File: config.mk
export PLATFORM = sky130hd
export DESIGN_NAME = fetch_unit
export DESIGN_NICKNAME = d
export VERILOG_FILES = /design/src/rtl/fetch_unit.sv
export SDC_FILE = /design/constraint.sdc
export NUM_CORES = 1
export LEC_CHECK = 0
export CAP_MARGIN = 20
export CORE_ASPECT_RATIO = 1.4
export CORE_MARGIN = 1
export CORE_UTILIZATION = 54
export CTS_BUF_LIST = sky130_fd_sc_hd__clkbuf_4 sky130_fd_sc_hd__clkbuf_8
export CTS_CLUSTER_DIAMETER = 60
export CTS_CLUSTER_SIZE = 12
export DETAILED_ROUTE_END_ITERATION = 16
export DONT_BUFFER_PORTS = 1
export PLACE_DENSITY = 0.68
export SLEW_MARGIN = 15
export SYNTH_ARGS = -nofsm -noshare
export SYNTH_HDL_FRONTEND = slang
export SYNTH_SLANG_ARGS = --single-unit
File: constraint.sdc
create_clock -name CLK -period 3.7 [get_ports CLK]
set_input_delay 0 -clock CLK [delete_from_list [all_inputs] [get_ports CLK]]
set_output_delay 0 -clock CLK [all_outputs]
set_load 0.01 [all_outputs]
File: src/rtl/fetch_unit.sv
// Program counter / fetch stage with relative branches, return-address stack and RUN/HALTED control.
// Latency: new PC one cycle after the control inputs are sampled; no backpressure, one action per cycle.
// Build option FETCH_RAS_WRAP_EN: Call on a full RAS overwrites the oldest entry instead of dropping the push.
module fetch_unit #(
    parameter int              PC_W       = 16,
    parameter logic [PC_W-1:0] RESET_ADDR = '0,
    parameter logic [PC_W-1:0] PC_INC     = PC_W'(1),
    parameter int              RAS_DEPTH  = 4
) (
    input  logic                             CLK,
    input  logic                             Init_n,
    input  logic                             Start,
    input  logic [PC_W-1:0]                  Start_addr,
    input  logic                             Halt,
    input  logic                             Branch_abs,
    input  logic                             Branch_rel_en,
    input  logic                             Cond_sel,
    input  logic                             ALU_zero,
    input  logic                             Call,
    input  logic                             Ret,
    input  logic [PC_W-1:0]                  Target,
    output logic [PC_W-1:0]                  PC,
    output logic                             Running,
    output logic [$clog2(RAS_DEPTH+1)-1:0]   Ras_depth,
    output logic                             Ras_ovf,
    output logic                             Ras_unf
);

    localparam int PTR_W = $clog2(RAS_DEPTH);
    localparam int DW    = $clog2(RAS_DEPTH+1);
    localparam logic [DW-1:0] DEPTH_MAX = DW'(RAS_DEPTH);

`ifdef FETCH_RAS_WRAP_EN
    localparam bit RAS_WRAP = 1'b1;
`else
    localparam bit RAS_WRAP = 1'b0;
`endif

    typedef enum logic {HALTED, RUN} state_t;

    state_t            state;
    logic [PC_W-1:0]   ras_mem [RAS_DEPTH];
    logic [PTR_W-1:0]  ras_ptr;     // next slot to write; top of stack is ras_ptr-1
    logic [PTR_W-1:0]  top_idx;
    logic [PC_W-1:0]   pc_inc;
    logic [PC_W-1:0]   pc_rel;
    logic              ras_full;
    logic              ras_empty;
    logic              cond_met;
    logic              push_en;

    assign top_idx   = ras_ptr - 1'b1;
    assign pc_inc    = PC + PC_INC;
    assign pc_rel    = PC + Target;
    assign ras_full  = (Ras_depth == DEPTH_MAX);
    assign ras_empty = (Ras_depth == '0);
    assign cond_met  = Cond_sel ? !ALU_zero : ALU_zero;
    assign push_en   = !Start && (state == RUN) && !Halt && !Ret && Call
                       && (!ras_full || RAS_WRAP);

    // Stack storage carries no reset: depth/pointer define which entries are live.
    always_ff @(posedge CLK) begin
        if (push_en) begin
            ras_mem[ras_ptr] <= pc_inc;
        end
    end

    always_ff @(posedge CLK or negedge Init_n) begin
        if (!Init_n) begin
            PC        <= RESET_ADDR;
            state     <= HALTED;
            Running   <= 1'b0;
            ras_ptr   <= '0;
            Ras_depth <= '0;
            Ras_ovf   <= 1'b0;
            Ras_unf   <= 1'b0;
        end else if (Start) begin
            PC        <= Start_addr;
            state     <= RUN;
            Running   <= 1'b1;
            ras_ptr   <= '0;
            Ras_depth <= '0;
            Ras_ovf   <= 1'b0;
            Ras_unf   <= 1'b0;
        end else if (state == RUN) begin
            if (Halt) begin
                state   <= HALTED;
                Running <= 1'b0;
            end else if (Ret) begin
                if (!ras_empty) begin
                    PC        <= ras_mem[top_idx];
                    ras_ptr   <= top_idx;
                    Ras_depth <= Ras_depth - 1'b1;
                end else begin
                    Ras_unf <= 1'b1;
                    PC      <= pc_inc;
                end
            end else if (Call) begin
                PC <= Target;
                if (ras_full) begin
                    Ras_ovf <= 1'b1;
                    // Wrapping push lands on the oldest slot; depth stays saturated.
                    if (RAS_WRAP) begin
                        ras_ptr <= ras_ptr + 1'b1;
                    end
                end else begin
                    ras_ptr   <= ras_ptr + 1'b1;
                    Ras_depth <= Ras_depth + 1'b1;
                end
            end else if (Branch_abs) begin
                PC <= Target;
            end else if (Branch_rel_en && cond_met) begin
                PC <= pc_rel;
            end else begin
                PC <= pc_inc;
            end
        end
    end

endmodule
==> results.toml <==
[run_status]
status = "finished, final reports clean"

[yosys]
synth_area_leaders = "edfxtp_1, dfrtp_1, mux4_2, ha_1, nand2_1"
synth_top_family_by_area = "compound AO/OA/AOI/OAI gates"
synth_ff_type = "edfxtp_1"
synthMuxAreaShare = 0.0734
yosys_warnings = 0
netlist.area_leader.share = 0.361
syn_nets = 546
synth_edf_count = 64
yosys.area_share.adder = 0.0546
netlist_area_mm2 = 0.00532
synthCells = 482
synth_seq_cells = 89
yosysSeqAreaShare = 0.479
synth_cell_types = 67
synth_compound_area_frac = 0.168
synth_top_cell_by_area = "edfxtp_1"
yosys.area_share.simple = 0.151
synth-async-reset-ratio = 0.281
syn_avg_cell_area_um2 = 11.0
synth_xor_area_frac = 0.0412

[timing]
tns_ns = 0
slew_violations = 0
setup_ws_ns = 0.600
fin_skew_ns = 0.0140
period_needed_ns = 3.10
worst_pin_slew_ns = 0.857
fin_hold_ws_ns = 0.0311
timing_hold_violations_final = 0
max_freq_mhz = 323
max_slew_margin = 0.429
finalSetupViolations = 0
rsz0062_at_grt = "false"
period_share = 0.838

[power_and_ir_drop]
vdd_ir_drop_max_uv = 307
p_leak_uw = 0.00215
power_density_mw_per_mm2 = 572

[placement]
dp_slack_ns = 0.897
io_buffers = 0
dpl.hpwl_um = 9830
gp_congestion = 0.927
placed_cell_area_mm2 = 0.00543

[floorplanning]
coreArea_mm2 = 0.00951
start_util = 0.559
num_rows = 42
pin_count = 64
die_area_mm2 = 0.0103
fp.dieH_um = 119
die_w_um = 85.9

[cts]
clock_latency_ns = 0.36
numCtsBuffers = 9
htreeDepth = 3
cts_resized = 0
clkTransAtPathRegs_ns = 0.10
cts.sinks = 89
clk_path_buf_depth = 2
root_buffer = "clkbuf_8"
cts_tree = "done"

[routing]
ant_nets = 0
drt-pass1-iter-count = 7
wl_per_cell_um = 21.4
drc = 0
dr.first_iter.drc_count = 300
via_per_inst = 6.43
wirelength_um = 13900
via_count = 4176

[final_layout]
num_antenna_cells = 0
fillers = 776
fin_util = 0.621
drive_gt1_frac = 0.0928
syn_to_final_growth_pct = 11.1
layout.cells.most_common = "edfxtp_1"
fin_area_mm2 = 0.00591
final_cell_mix = "edfxtp_1, nand2_1, nor2_1, dlygate4sd3_1, dfrtp_1"
nNetsFinal = 576

[critical_path]
critPathRequiredTime_ns = 3.95
path_class = "flop to flop"
cpPeakStageDelay_ns = 0.55
worstSetupEndpointType = "flop"
crit_family = "compound AO/OA/AOI/OAI gates"
cp.buffers_inverters = 1
crit_chain = "ha_1 > fa_1 > a211oi_1 > o21bai_1 > o221ai_2 > o31ai_1 > xnor2_1 > o22ai_1 > dlygate4sd3_1"
crit_fanout = 9
crit_slowest_cell = "dlygate4sd3_1"
worst_ep_arrival_time_ns = 3.35
startpoint_type = "flop"

[global_route]
grt_pass1_wl_um = 22000
grt.overflow.total = 0
grt_pass1_vias = 4158
gr-usage-all-layers = 0.286
grt_max_degree = 26
antenna_found_initial = 0

[flow_run]
maxCapViolCount = 0

[worst_hold_path]
hp-class = "primary input to flop"
worst register-to-register path, delay by kind of cell (launching register included):
kind                       cells  cell delay, ns
xor gates and xnor gates       1            0.19
AOI/OAI and AO/OA              5            0.97
buffers and inverters          1            0.55
adders and majority gates      2            0.74
DFF                            1            0.53
timing repair:
item,CTS,global route
hold buffers,30,0
buffers inserted,0,0
endpoints found under the hold margin,47,0
per-layer routing:
metal,global-route usage,share of wire,vias up
li1,-,-,1915
met1,0.363,0.40,2066
met2,0.484,0.51,151
met3,0.0360,0.050,44
met4,0.133,0.039,0
met5,0,0,-
state kept, by name (all words and copies together), names as in the netlist:
name,flops
ras_mem,64
PC,16
Ras_depth,3
ras_ptr,2
Ras_ovf,1
Ras_unf,1
Running,1
state,1
cells in the mapped netlist, types with 4 or more instances:
library cell,instances
o21ai_0,20
a22oi_1,5
nand2_1,61
nor3_1,13
nand4_1,8
a21o_1,6
edfxtp_1,64
nor2_1,34
a21oi_1,21
a221o_1,4
a211oi_1,6
dfrtp_1,25
nand3_1,10
o21ai_1,6
o21a_1,4
a31oi_1,8
xor2_1,14
o22ai_1,5
mux4_2,16
ha_1,20
inv_1,18
o31ai_1,6
xnor2_1,11
o211ai_1,9
or3_1,6
clkbuf_1,11
and2_1,9
power breakdown:
part,internal [uW],switching (uW),total (uW)
logic,593,787,1380
registers,1210,186,1400
clock network,243,358,602
total,2050,1330,3380
final cells by class:
class / count / area [um^2] / share of cell area
tap: 132 / 165 / 0.0280
sequential: 89 / 2550 / 0.431
inverter: 19 / 71.3 / 0.0121
clock inverter: 7 / 43.8 / 0.00741
multi-input combinational: 356 / 2590 / 0.439
clock buffer: 9 / 124 / 0.0210
timing repair buffer: 37 / 363 / 0.0614
final timing paths:
path	startpoint	to	slack [ns]	cells past startpoint
min in group asynchronous	Init_n	Ras_depth[1]	0.08	2
worst max register to register	PC[0]	PC[12]	0.60	9
max in group asynchronous	Init_n	PC[8]	3.45	2
worst min-delay path	Target[4]	PC[4]	0.03	4
worst min register to register	ras_ptr[1]	ras_ptr[1]	0.57	2
worst max-delay path	PC[0]	PC[12]	0.60	9
kinds of logic after synthesis:
| family | after synthesis |
|---|---|
| AND/OR/NAND/NOR | 162 |
| AO/OA/AOI/OAI | 128 |
| flip-flops | 89 |
| buffers and inverters | 37 |
| XOR/XNOR | 25 |
| adder cells (fa/ha/maj) | 22 |
| multiplexers | 19 |
stage by stage:
stage / cells / total power (uW)
after floorplan: 482 / 2380
after global placement: 603 / 2650
after detailed placement: 603 / 2700
after CTS: 649 / 3360
after global routing: 649 / 3570
final: 649 / 3380
Power figures use the tool's default switching activity.
